## src/rtl/bram_arbiter_pkg.sv

```systemverilog
// Shared types and constants for the block-RAM arbiter.
// The optional power-up clear is enabled by defining BRAM_ARBITER_CLEAR_EN.
package bram_arbiter_pkg;

  localparam int unsigned N_REQ_DEF = 4;
  localparam int unsigned AW_DEF    = 8;
  localparam int unsigned DW_DEF    = 16;

  // All RAM bits are always written.
  localparam int unsigned RAM_MASK_ALL = 0;

  typedef enum logic {
    S_CLEAR = 1'b0,
    S_RUN   = 1'b1
  } state_e;

  function automatic int unsigned idx_w(int unsigned n);
    return (n > 1) ? $clog2(n) : 1;
  endfunction

endpackage

```

## src/rtl/bram_arbiter_if.sv

```systemverilog
// Requester-side bus of the block-RAM arbiter: packed per-requester request
// lanes, one-hot grant and one-hot read-response strobe.
interface bram_arbiter_if
  import bram_arbiter_pkg::*;
#(
  parameter int unsigned N_REQ = N_REQ_DEF,
  parameter int unsigned AW    = AW_DEF,
  parameter int unsigned DW    = DW_DEF
) ();

  logic [N_REQ-1:0]    req_valid;
  logic [N_REQ-1:0]    req_we;
  logic [N_REQ*AW-1:0] req_addr;
  logic [N_REQ*DW-1:0] req_wdata;
  logic [N_REQ-1:0]    req_ready;
  logic [N_REQ-1:0]    rsp_valid;
  logic [DW-1:0]       rsp_rdata;

  modport master (
    output req_valid, req_we, req_addr, req_wdata,
    input  req_ready, rsp_valid, rsp_rdata
  );

  modport slave (
    input  req_valid, req_we, req_addr, req_wdata,
    output req_ready, rsp_valid, rsp_rdata
  );

endinterface

```

## src/rtl/bram_arbiter_rr_arbiter.sv

```systemverilog
// Combinational round-robin picker: first set request at or after ptr_i,
// wrapping modulo N. Returns a one-hot grant and its encoded index.
module rr_arbiter
  import bram_arbiter_pkg::*;
#(
  parameter int unsigned N    = 4,
  parameter int unsigned IdxW = idx_w(N)
) (
  input  logic [N-1:0]    req_i,
  input  logic [IdxW-1:0] ptr_i,
  output logic [N-1:0]    gnt_o,
  output logic [IdxW-1:0] idx_o,
  output logic            valid_o
);

  always_comb begin
    int unsigned j;
    j       = 0;
    gnt_o   = '0;
    idx_o   = '0;
    valid_o = 1'b0;
    for (int unsigned k = 0; k < N; k++) begin
      j = (32'(ptr_i) + k) % N;
      if (!valid_o && req_i[j]) begin
        valid_o  = 1'b1;
        gnt_o[j] = 1'b1;
        idx_o    = IdxW'(j);
      end
    end
  end

endmodule

```

## src/rtl/bram_arbiter.sv

```systemverilog
// Round-robin sharing of one 256x16 SB_RAM40_4K among N_REQ requesters with a
// one-cycle read response. Define BRAM_ARBITER_CLEAR_EN to zero the RAM after reset.
module bram_arbiter
  import bram_arbiter_pkg::*;
#(
  parameter int unsigned N_REQ = N_REQ_DEF,
  parameter int unsigned AW    = AW_DEF,
  parameter int unsigned DW    = DW_DEF
) (
  input  logic                 clk,
  input  logic                 rst_n,
  bram_arbiter_if.slave        bus,
  output logic                 init_done_o,
  output logic                 ram_re_o,
  output logic                 ram_we_o,
  output logic [AW-1:0]        ram_raddr_o,
  output logic [AW-1:0]        ram_waddr_o,
  output logic [DW-1:0]        ram_wdata_o,
  output logic [DW-1:0]        ram_mask_o,
  input  logic [DW-1:0]        ram_rdata_i
);

  localparam int unsigned IdxW = idx_w(N_REQ);

  state_e          state_q, state_d;
  logic [IdxW-1:0] ptr_q, ptr_d;
  logic [IdxW-1:0] rsp_id_q;
  logic            rd_pend_q;
  logic            init_done_q;

  logic [N_REQ-1:0] req_en;
  logic [N_REQ-1:0] gnt;
  logic [IdxW-1:0]  gnt_idx;
  logic             gnt_any;
  logic             win_we;
  logic [AW-1:0]    win_addr;
  logic [DW-1:0]    win_wdata;
  logic             clr_active;
  logic [AW-1:0]    clr_addr;

`ifdef BRAM_ARBITER_CLEAR_EN
  localparam state_e ResetState = S_CLEAR;
  logic [AW-1:0] clr_addr_q;
  assign clr_active = (state_q == S_CLEAR);
  assign clr_addr   = clr_addr_q;
`else
  localparam state_e ResetState = S_RUN;
  assign clr_active = 1'b0;
  assign clr_addr   = '0;
`endif

  // Grants open only once init_done is registered, so nothing is accepted in reset.
  assign req_en = bus.req_valid & {N_REQ{init_done_q}};

  rr_arbiter #(
    .N    (N_REQ),
    .IdxW (IdxW)
  ) u_rr_arbiter (
    .req_i   (req_en),
    .ptr_i   (ptr_q),
    .gnt_o   (gnt),
    .idx_o   (gnt_idx),
    .valid_o (gnt_any)
  );

  assign bus.req_ready = gnt;
  assign bus.rsp_rdata = ram_rdata_i;
  assign init_done_o   = init_done_q;
  assign ram_mask_o    = DW'(RAM_MASK_ALL);

  always_comb begin
    win_we    = bus.req_we[gnt_idx];
    win_addr  = bus.req_addr[32'(gnt_idx) * AW +: AW];
    win_wdata = bus.req_wdata[32'(gnt_idx) * DW +: DW];
  end

  always_comb begin
    ram_re_o    = gnt_any & ~win_we;
    ram_raddr_o = (gnt_any & ~win_we) ? win_addr : '0;
    ram_we_o    = (gnt_any & win_we) | (clr_active & rst_n);
    ram_waddr_o = '0;
    ram_wdata_o = '0;
    if (clr_active) begin
      ram_waddr_o = clr_addr;
    end else if (gnt_any & win_we) begin
      ram_waddr_o = win_addr;
      ram_wdata_o = win_wdata;
    end
  end

  always_comb begin
    bus.rsp_valid = '0;
    if (rd_pend_q) bus.rsp_valid[rsp_id_q] = 1'b1;
  end

  always_comb begin
    state_d = state_q;
    ptr_d   = ptr_q;
    if (gnt_any) ptr_d = (gnt_idx == IdxW'(N_REQ - 1)) ? '0 : gnt_idx + 1'b1;
`ifdef BRAM_ARBITER_CLEAR_EN
    if (state_q == S_CLEAR && clr_addr_q == '1) state_d = S_RUN;
`endif
  end

  always_ff @(posedge clk or negedge rst_n) begin
    if (!rst_n) begin
      state_q     <= ResetState;
      ptr_q       <= '0;
      rd_pend_q   <= 1'b0;
      rsp_id_q    <= '0;
      init_done_q <= 1'b0;
`ifdef BRAM_ARBITER_CLEAR_EN
      clr_addr_q  <= '0;
`endif
    end else begin
      state_q     <= state_d;
      ptr_q       <= ptr_d;
      rd_pend_q   <= gnt_any & ~win_we;
      if (gnt_any) rsp_id_q <= gnt_idx;
      init_done_q <= (state_d == S_RUN);
`ifdef BRAM_ARBITER_CLEAR_EN
      if (clr_active) clr_addr_q <= clr_addr_q + 1'b1;
`endif
    end
  end

endmodule

```

## src/flat_wrapper.sv

```systemverilog
// flat-port wrapper written by rule: the top's interface ports become plain ports
module bram_arbiter_flat import bram_arbiter_pkg::*;
#(
  parameter int unsigned N_REQ = N_REQ_DEF,
  parameter int unsigned AW    = AW_DEF,
  parameter int unsigned DW    = DW_DEF
)
  (clk, rst_n, init_done_o, ram_re_o, ram_we_o, ram_raddr_o, ram_waddr_o, ram_wdata_o, ram_mask_o, ram_rdata_i, bus_req_valid, bus_req_we, bus_req_addr, bus_req_wdata, bus_req_ready, bus_rsp_valid, bus_rsp_rdata);
  bram_arbiter_if #(.N_REQ(N_REQ), .AW(AW), .DW(DW)) bus_i ();
  input  logic clk;
  input  logic rst_n;
  output logic init_done_o;
  output logic ram_re_o;
  output logic ram_we_o;
  output logic [AW-1:0] ram_raddr_o;
  output logic [AW-1:0] ram_waddr_o;
  output logic [DW-1:0] ram_wdata_o;
  output logic [DW-1:0] ram_mask_o;
  input  logic [DW-1:0] ram_rdata_i;
  input wire logic [$bits(bus_i.req_valid)-1:0] bus_req_valid;
  input wire logic [$bits(bus_i.req_we)-1:0] bus_req_we;
  input wire logic [$bits(bus_i.req_addr)-1:0] bus_req_addr;
  input wire logic [$bits(bus_i.req_wdata)-1:0] bus_req_wdata;
  output wire logic [$bits(bus_i.req_ready)-1:0] bus_req_ready;
  output wire logic [$bits(bus_i.rsp_valid)-1:0] bus_rsp_valid;
  output wire logic [$bits(bus_i.rsp_rdata)-1:0] bus_rsp_rdata;
  assign bus_i.req_valid = bus_req_valid;
  assign bus_i.req_we = bus_req_we;
  assign bus_i.req_addr = bus_req_addr;
  assign bus_i.req_wdata = bus_req_wdata;
  assign bus_req_ready = bus_i.req_ready;
  assign bus_rsp_valid = bus_i.rsp_valid;
  assign bus_rsp_rdata = bus_i.rsp_rdata;
  bram_arbiter #(.N_REQ(N_REQ), .AW(AW), .DW(DW)) u_core (.clk(clk), .rst_n(rst_n), .bus(bus_i), .init_done_o(init_done_o), .ram_re_o(ram_re_o), .ram_we_o(ram_we_o), .ram_raddr_o(ram_raddr_o), .ram_waddr_o(ram_waddr_o), .ram_wdata_o(ram_wdata_o), .ram_mask_o(ram_mask_o), .ram_rdata_i(ram_rdata_i));
endmodule
```

## config.mk

```make
export PLATFORM = sky130hd
export DESIGN_NAME = bram_arbiter_flat
export DESIGN_NICKNAME = d
export VERILOG_FILES = /design/src/rtl/bram_arbiter_pkg.sv /design/src/rtl/bram_arbiter_if.sv /design/src/rtl/bram_arbiter_rr_arbiter.sv /design/src/rtl/bram_arbiter.sv /design/src/flat_wrapper.sv
export SDC_FILE = /design/constraint.sdc
export NUM_CORES = 1
export LEC_CHECK = 0
export CORE_MARGIN = 8
export CORE_UTILIZATION = 29
export CTS_BUF_LIST = sky130_fd_sc_hd__clkbuf_4 sky130_fd_sc_hd__clkbuf_8
export DETAILED_ROUTE_END_ITERATION = 8
export PLACE_DENSITY = 0.81
export SETUP_SLACK_MARGIN = 0.2
export SYNTH_ARGS = -nofsm -noshare
export SYNTH_HDL_FRONTEND = slang
export SYNTH_HIERARCHICAL = 1
export SYNTH_SLANG_ARGS = --single-unit
export TNS_END_PERCENT = 30
```

## constraint.sdc

```tcl
create_clock -name clk -period 4.15 [get_ports clk]
set_clock_uncertainty 0.05 [all_clocks]
set_input_delay 0.83 -clock clk [delete_from_list [all_inputs] [get_ports clk]]
set_output_delay 0.83 -clock clk [all_outputs]
set_load 0.05 [all_outputs]
```

### Word-level counts from Yosys, hierarchy flattened

Cells that the tools add are included.
W data, S select, Z words.

| operators by class | value |
|---|---|
| $add $sub $neg | 4 |
| magnitude comparators | 11 |
| equality and inequality tests | 1 |
| shifts and indexed selects | 2 |
| muxes and demuxes | 37 |
| bitwise logic cells | 7 |
| reduce and logical (&&, ||, !) cells | 11 |

Operators with widths:

| kind | number |
|---|---|
| $shiftx A64 B7 Y16 | 1 |
| $shiftx A32 B6 Y8 | 1 |
| $mux W4 | 5 |
| $lt A2 B3 Y1 const B | 6 |
| $mux W16 | 1 |
| $mux W8 | 2 |
| $mux W1 | 14 |
| $or A4 B4 Y4 | 3 |
| $bmux W1 S2 | 5 |
| $demux W1 S2 | 5 |
| $ge A2 B1 Y1 const B | 5 |
| $mux W2 | 5 |
| $logic_and A1 B1 Y1 | 8 |
| $add A2 B1 Y2 const B | 2 |
| $add A2 B2 Y2 const B | 2 |
| $and A4 B4 Y4 | 1 |
| $logic_not A1 Y1 | 3 |
| $and A1 B1 Y1 | 2 |
| $eq A2 B2 Y1 const B | 1 |
| $not A1 Y1 | 1 |

| storage, ports and cells | value |
|---|---|
| flip-flop bits (word level) | 6 |
| bits of input ports | 122 |
| output and inout bits | 75 |
| logic and storage cells | 77 |

### Longest topological paths before layout

Gate-level depths: netlist of run 1.

| depth | value |
|---|---|
| depth after elaboration | 18 |
| gate-level depth with buffers | 13 |

### By module

The synthesis of run 1 kept the hierarchy.

Modules (own cells, without submodules):

| module | times used | cells each | area an instance (sq um) | sequential area each (sq um) |
|---|---|---|---|---|
| bram_arbiter | 1 | 130 | 1391.3 | 150.1 |
| rr_arbiter | 1 | 45 | 419.2 | 0.0 |

### Least setup slack after synthesis of run 1

OpenSTA, ideal clock, no wires.

| timing path | value |
|---|---|
| kind | in2out |
| from | in bus_req_valid[2] |
| to | out ram_wdata_o[10] |
| arrival time | 3.704 ns |
| slack | -0.434 ns |
| stages on the path | 11 |
| path through | and2_1 mux4_2 buf_6 nor4b_4 nor2_1 a32o_1 buf_4 mux2i_1 o22a_1 buf_2 nor2b_1 |

| on the way | value |
|---|---|
| cells in the longest elaborated chain, start to end | 17 |
| elaborated cells between the ends (all ways) | 28 |
| classes of those cells | shift (1); mux (19); bitwise (2); reduce/logical (6) |

RTL lines:

| item | RTL line | source |
|---|---|---|
| start, declared | flat_wrapper.sv:20 | `input wire logic [$bits(bus_i.req_valid)-1:0] bus_req_valid;` |
| $and A4 B4 Y4 * | bram_arbiter.sv:53 | `assign req_en = bus.req_valid & {N_REQ{init_done_q}};` |
| $bmux W1 S2 | bram_arbiter_rr_arbiter.sv:24 | `if (!valid_o && req_i[j]) begin` |
| $mux W1 (implied by the code) | bram_arbiter_rr_arbiter.sv:24 |  |
| $mux W1 | bram_arbiter_rr_arbiter.sv:24 |  |
| $logic_not A1 Y1 | bram_arbiter_rr_arbiter.sv:24 |  |
| $logic_and A1 B1 Y1 | bram_arbiter_rr_arbiter.sv:24 |  |
| $mux W1 | bram_arbiter_rr_arbiter.sv:24 |  |
| $logic_not A1 Y1 | bram_arbiter_rr_arbiter.sv:24 |  |
| $logic_and A1 B1 Y1 | bram_arbiter_rr_arbiter.sv:24 |  |
| $mux W1 | bram_arbiter_rr_arbiter.sv:24 |  |
| $logic_not A1 Y1 | bram_arbiter_rr_arbiter.sv:24 |  |
| $logic_and A1 B1 Y1 | bram_arbiter_rr_arbiter.sv:24 |  |
| $mux W2 * | bram_arbiter_rr_arbiter.sv:24 |  |
| via u_core.gnt_idx[1] | bram_arbiter.sv:33 | `logic [IdxW-1:0] gnt_idx;` |
| branches (longest 3 deep; another with $shiftx A64 B7 Y16) | -- |  |
| $mux W16 * | bram_arbiter.sv:85 | `end else if (gnt_any & win_we) begin` |
| end, declared | flat_wrapper.sv:17 | `output logic [DW-1:0] ram_wdata_o;` |

Mark *: on every way through the listed nets, which the timed path passes. The select of a mux whose other input is x is not followed.

### Final worst setup path of run 1

| timing path | value |
|---|---|
| from | in bus_req_valid[1] |
| to | out ram_raddr_o[7] |

| on the way | value |
|---|---|
| cells in the longest elaborated chain, start to end | 18 |
| elaborated cells between the ends (all ways) | 29 |
| classes of those cells | shift (1); mux (19); bitwise (3); reduce/logical (6) |

RTL lines:

| item | RTL line | source |
|---|---|---|
| $and A4 B4 Y4 * | bram_arbiter.sv:53 |  |
| via u_core.req_en[1] | bram_arbiter.sv:31 | `logic [N_REQ-1:0] req_en;` |
| $bmux W1 S2 | bram_arbiter_rr_arbiter.sv:24 |  |
| $mux W1 (implied by the code) | bram_arbiter_rr_arbiter.sv:24 |  |
| $mux W1 | bram_arbiter_rr_arbiter.sv:24 |  |
| $logic_not A1 Y1 | bram_arbiter_rr_arbiter.sv:24 |  |
| $logic_and A1 B1 Y1 | bram_arbiter_rr_arbiter.sv:24 |  |
| $mux W1 | bram_arbiter_rr_arbiter.sv:24 |  |
| $logic_not A1 Y1 | bram_arbiter_rr_arbiter.sv:24 |  |
| $logic_and A1 B1 Y1 | bram_arbiter_rr_arbiter.sv:24 |  |
| $mux W1 | bram_arbiter_rr_arbiter.sv:24 |  |
| $logic_not A1 Y1 | bram_arbiter_rr_arbiter.sv:24 |  |
| $logic_and A1 B1 Y1 | bram_arbiter_rr_arbiter.sv:24 |  |
| $mux W2 * | bram_arbiter_rr_arbiter.sv:24 |  |
| via u_core.gnt_idx[0] | bram_arbiter.sv:33 |  |
| branches (longest 4 deep; another with $shiftx A32 B6 Y8) | -- |  |
| $mux W8 * | bram_arbiter.sv:79 | `ram_raddr_o = (gnt_any & ~win_we) ? win_addr : '0;` |
| end, declared | flat_wrapper.sv:15 | `output logic [AW-1:0] ram_raddr_o;` |

Marks and branches as above.

==> results of run 1 <==
## Yosys cell counts (2+ instances only)
cell / number / area, um2
buf_4: 34 / 255
mux4_2: 26 / 586
nor2b_1: 25 / 156
and2_1: 13 / 81.3
a22oi_1: 8 / 60.1
dfrtp_1: 6 / 150
ha_1: 6 / 75.1
o21ai_0: 6 / 30.0
inv_1: 5 / 18.8
mux2_2: 5 / 56.3
buf_6: 4 / 45.0
nor2_1: 4 / 15.0
buf_2: 3 / 15.0
mux2i_1: 3 / 30.0
nand2_1: 3 / 11.3
and3_1: 2 / 12.5
clkbuf_1: 2 / 7.51
conb_1: 2 / 7.51
mux4_1: 2 / 52.6
nand2b_1: 2 / 12.5
## state kept, by name (all words and copies together) (netlist names)
name	flops
u_core/rsp_id_q	2
u_core/ptr_q	2
u_core/rd_pend_q	1
u_core/init_done_o	1
## critical path: cells and delay by family
kind	cells	cell delay, ns
and+or+nand+nor	2	0.34
buffers and inverters	6	0.78
muxes	2	1.04
AOI/OAI and AO/OA	2	0.30
## cell type report
| class | count | share of cell area (%) |
|---|---|---|
| repair buffers | 187 | 52.5 |
| multi-input cells | 134 | 39.8 |
| flip-flops and latches | 6 | 3.76 |
| well taps | 75 | 2.33 |
| clock buffers | 3 | 1.03 |
| inverters | 6 | 0.560 |
## stage by stage
stage	setup TNS, ns	hold slack (ns)	instance area (um2)	util (%)	worst slack (ns)
after global routing	-2.11	0.567	4020	67.2	-0.0985
after detailed placement	-13.53	0.542	3620	60.4	-0.438
final	-0.0854	0.545	4020	67.2	-0.0234
after floorplan	0	0.484	2100	-	0.00780
after global placement	-11.53	0.511	3620	60.4	-0.376
after CTS	-1.51	0.549	3930	65.6	-0.0701
## repair_timing
item,CTS,global route
buffers inserted,8,5
gates resized for setup,61,14
endpoints found under the setup margin,34,34
cloned,2,0
endpoints found under the hold margin,0,0
pin swaps,6,7
## per-layer routing
layer  vias up  GRT usage [%]  share of wire, %
li1        924              -                 -
met1       963           16.6                33
met2       109           32.7                55
met3        14           5.66                10
met4         0           4.03               1.7
met5         -              0                 0
## cells by family (layout without fill, tap and decap cells)
family	Yosys count	in the layout	share of synthesized area, %
buffers and inverters	50	196	20.2
adder cells (fa/ha/maj)	6	6	4.15
flip-flops	6	6	8.29
AND/OR/NAND/NOR	54	54	18.8
other	2	17	0.415
multiplexers	36	36	40.0
AO/OA/AOI/OAI	21	21	8.16
## final timing paths
check	from	to	slack (ns)
worst min-delay path	u_core/rsp_id_q[1]	u_core/rsp_id_q[1]	0.55
max in group asynchronous	rst_n	u_core/ptr_q[1]	3.01
worst max register to register	u_core/ptr_q[1]	u_core/ptr_q[1]	1.26
worst min register to register	u_core/rsp_id_q[1]	u_core/rsp_id_q[1]	0.55
min in group asynchronous	rst_n	u_core/rd_pend_q	0.80
worst max-delay path	bus_req_valid[1]	ram_raddr_o[7]	-0.02
## placed cells by master (no fill, tap or decap), types with 4 or more instances in the layout
cell type / netlist / layout
conb_1: 2 / 17
o21ai_0: 6 / 5
mux2_2: 5 / 5
dfrtp_1: 6 / 5
a22oi_1: 8 / 8
buf_4: 34 / 25
and2_4: 0 / 12
nor2b_4: 0 / 24
buf_12: 1 / 19
buf_6: 4 / 23
buf_8: 0 / 11
nor2_1: 4 / 4
inv_1: 5 / 5
ha_1: 6 / 6
clkdlybuf4s50_1: 0 / 106
mux4_2: 26 / 27
==> impl_metrics.yaml, run 1 <==
timing:
  tightest_slew_ns: 0.521
  fin_crit_ns: 4.17
  finalCritPeriodShare_pct: 101
  setup_viol: 7
  fmax_mhz: 240
  final_critical_path_setup_slack_ns: -0.0234
  rsz0062_at_grt: "true"
  slew_viol_final: 0
  relSlewSlack_pct: 65.2
  final_hold_viol_count: 0
worst_setup_path:
  start_kind: "primary input"
  path_cells: "buf_6 -> and2_4 -> mux4_2 -> buf_4 -> inv_1 -> a21oi_2 -> o31ai_4 -> buf_6 -> buf_8 -> mux4_2 -> and2_4 -> buf_12"
  crit_type: "in2out"
  cp_max_fo: 5
  cp_slowest_cell: "mux4_2"
  worstPathArrival_ns: 3.29
  crit_required_ns: 3.27
  cp_slowest_stage_delay_ns: 0.52
  critPathCaptureType: "output pin"
  rr_worst_depth: 10
drt:
  via_per_inst: 4.89
  route.detailed.drc: 0
  drtPass1Iterations: 4
  ant_nets: 0
  vias: 2010
  drt-wirelength-per-cell_um: 19.5
  wirelength_um: 8010
  drt_iter0_drc: 41
clocking:
  htreeDepth: 1
  cts_inserted_buffers: 3
  clockRootBuffer: "clkbuf_8"
  cts_hold_buf: 0
  clk_path_buf_depth: 2
  clkLatencyLatePin_ns: 0.22
  cts.sinks: 6
  cts_tree: "built"
  clk_pin_slew_ns: 0.03
die:
  ios: 197
  start_util_pct: 30.2
  die_w_um: 95.0
  dieArea_mm2: 0.00903
  core-area_mm2: 0.00599
  fp-row-count: 28
  die_h_um: 95.0
synth:
  synthFlopType: "dfrtp_1"
  ys_warn_count: 6
  synth-edff-count: 0
  avgSynthCellArea_um2: 10.3
  ys_async_sr_fraction_pct: 100
  synth_cell_types: 34
  synthesis.area_mm2: 0.00181
  netlist_instances: 175
  ys_seq_elements: 6
  yosysSeqAreaShare_pct: 8.29
place:
  port_buffers: 148
  dp_hpwl_um: 6670
  dp.cells: 393
  gp_congestion: 0.823
global_route:
  grt_util_all_layers_pct: 16.8
  globalRouteOverflowTotal: 0
  grt_max_degree: 16
  grt_pass1_vias: 2396
  grt_pass1_wl_um: 12100
  antenna_found_initial: 0
status:
  status: "finished, violations left"
  violations: "negative setup slack"
cells_and_area:
  layout.cells.non_filler: 411
  drive_gt1_share_pct: 48.5
  final_nets: 466
  nFillCells: 432
  seq_area_um2: 151
  syn2layout_area_growth_pct: 122
  multi_input_comb_area_mm2: 0.00160
  num_antenna_cells: 0
hold_path:
  hp-class: "reg2reg"
  holdPathStages: 1
flow_run:
  maxCapViolCount: 0
Power of run 1 is not shown: default switching activity piles up to over one toggle a cycle in this logic, so the estimate is an artifact.
==> run 2, diff against run 1 <==
==> constraint.sdc (replaced) <==
create_clock -name clk -period 4.15 [get_ports clk]
set_clock_uncertainty 0.05 [all_clocks]
set_input_delay 0.415 -clock clk [delete_from_list [all_inputs] [get_ports clk]]
set_output_delay 0.415 -clock clk [all_outputs]
set_load 0.05 [all_outputs]
==> run 2 against run 1 <==
Net effect: the flow now finishes without violations; final area fell by 19%; die area did not move; flip-flop and latch count did not move; via count fell by 8.6%; critical endpoint is now ram_wdata_o[11]; non-clock buffer count fell by 31.
==> impl_metrics.yaml, run 2 (synthesized netlist as in run 1, its figures left out) <==
die:
  start_util_pct: 30.2
  ios: 197
  fp-row-count: 28
  dieArea_mm2: 0.00903
  die_h_um: 95.0
  die_w_um: 95.0
  core-area_mm2: 0.00599
timing:
  rsz0062_at_grt: "false"
  finalSetupTns_ns: 0
  fin_crit_ns: 3.80
  setup_viol: 0
  final_hold_viol_count: 0
  tightest_slew_ns: 0.515
  relSlewSlack_pct: 65.6
  finalCritPeriodShare_pct: 91.6
  fmax_mhz: 263
  slew_viol_final: 0
  timing.hold.ws_ns: 0.398
drt:
  wirelength_um: 7470
  vias: 1838
  route.detailed.drc: 0
  drtPass1Iterations: 4
  ant_nets: 0
  drt-wirelength-per-cell_um: 19.6
  drt_iter0_drc: 77
  via_per_inst: 4.84
clocking:
  clk_pin_slew_ns: 0.04
  clk_path_buf_depth: 2
  clkLatencyLatePin_ns: 0.22
  cts.sinks: 6
  cts_inserted_buffers: 3
  htreeDepth: 1
  clockRootBuffer: "clkbuf_8"
  cts_tree: "built"
worst_setup_path:
  cp_slowest_cell: "mux4_2"
  critPathTopFamily: "multiplexers"
  cp.buffers_inverters: 3
  cp_max_fo: 25
  crit_type: "in2out"
  critPathCaptureType: "output pin"
  start_kind: "primary input"
  path_cells: "clkdlybuf4s50_1 -> and2_1 -> mux4_2 -> nor4_1 -> nor2_1 -> a32o_1 -> mux2i_1 -> o22a_1 -> buf_12 -> nor2b_1 -> buf_4"
  cp_slowest_stage_delay_ns: 0.64
  crit_required_ns: 3.68
  worstPathArrival_ns: 3.34
global_route:
  grt_pass1_vias: 2036
  grt_max_degree: 26
  antenna_found_initial: 0
  globalRouteOverflowTotal: 0
  grt_pass1_wl_um: 10400
  grt_util_all_layers_pct: 14.4
cells_and_area:
  final_common_cell: "clkdlybuf4s50_1"
  reg_top3: "u_core/ptr_q: 2 flops, u_core/rsp_id_q: 2 flops"
  final_cell_mix: "clkdlybuf4s50_1 (114), buf_4 (30), mux4_2 (27)"
  drive_gt1_share_pct: 26.9
  syn2layout_area_growth_pct: 80.4
  num_antenna_cells: 0
  final_nets: 435
place:
  dp_hpwl_um: 6340
  port_buffers: 148
  gp_congestion: 0.862
flow_run:
  maxCapViolCount: 0
status:
  status: "complete, no violations"
hold_path:
  hp-class: "in2async"
## run 2: cell count changes in the layout (fill, tap and decap cells not counted), sizes merged
cell,change
buf,-39
clkdlybuf4s50,+8
## run 2: cell type report
class	count	area, um2
Clock buffer	3	41.3
Fill cell	530	2720
Inverter	6	22.5
Multi-Input combinational cell	134	1360
Sequential cell	6	150
Tap cell	75	93.8
Timing Repair Buffer	156	1600
## run 2: worst paths after layout
path / to / slack (ns) / start / cells after the start
min reg2reg: u_core/rsp_id_q[1] / 0.54 / u_core/rsp_id_q[1] / 1
min in group clk: u_core/rsp_id_q[1] / 0.54 / u_core/rsp_id_q[1] / 1
max in group asynchronous: u_core/ptr_q[0] / 3.42 / rst_n / 1
min: u_core/rsp_id_q[1] / 0.40 / rst_n / 1
max reg2reg: u_core/ptr_q[1] / 1.22 / u_core/ptr_q[0] / 8
max: ram_wdata_o[11] / 0.35 / bus_req_valid[3] / 11
## run 2: timing repair
item,CTS,global route
gates resized for setup,0,3
hold buffers,0,0
buffers inserted,0,1
setup endpoints to repair,0,33
## run 2: per-layer routing
metal / wire, um / vias up / GRT usage, % / part of all wire (%)
met5: 0 / - / 0 / 0
met1: 2640 / 870 / 15.5 / 35
met2: 3990 / 105 / 27.8 / 53
met4: 64 / 0 / 1.56 / 0.86
met3: 778 / 4 / 4.40 / 10
li1: - / 859 / - / -
## run 2: stage by stage
step | instances | util (%) | area, um2 | setup WS [ns]
after detailed placement | 376 | 53.7 | 3220 | 0.258
after CTS | 379 | 54.4 | 3260 | 0.251
final | 380 | 54.5 | 3270 | 0.350
after floorplan | 190 | - | 1870 | 0.167
after global routing | 380 | 54.5 | 3270 | 0.215
after global placement | 376 | 53.7 | 3220 | 0.335
Power of run 2 is left out for the same reason.
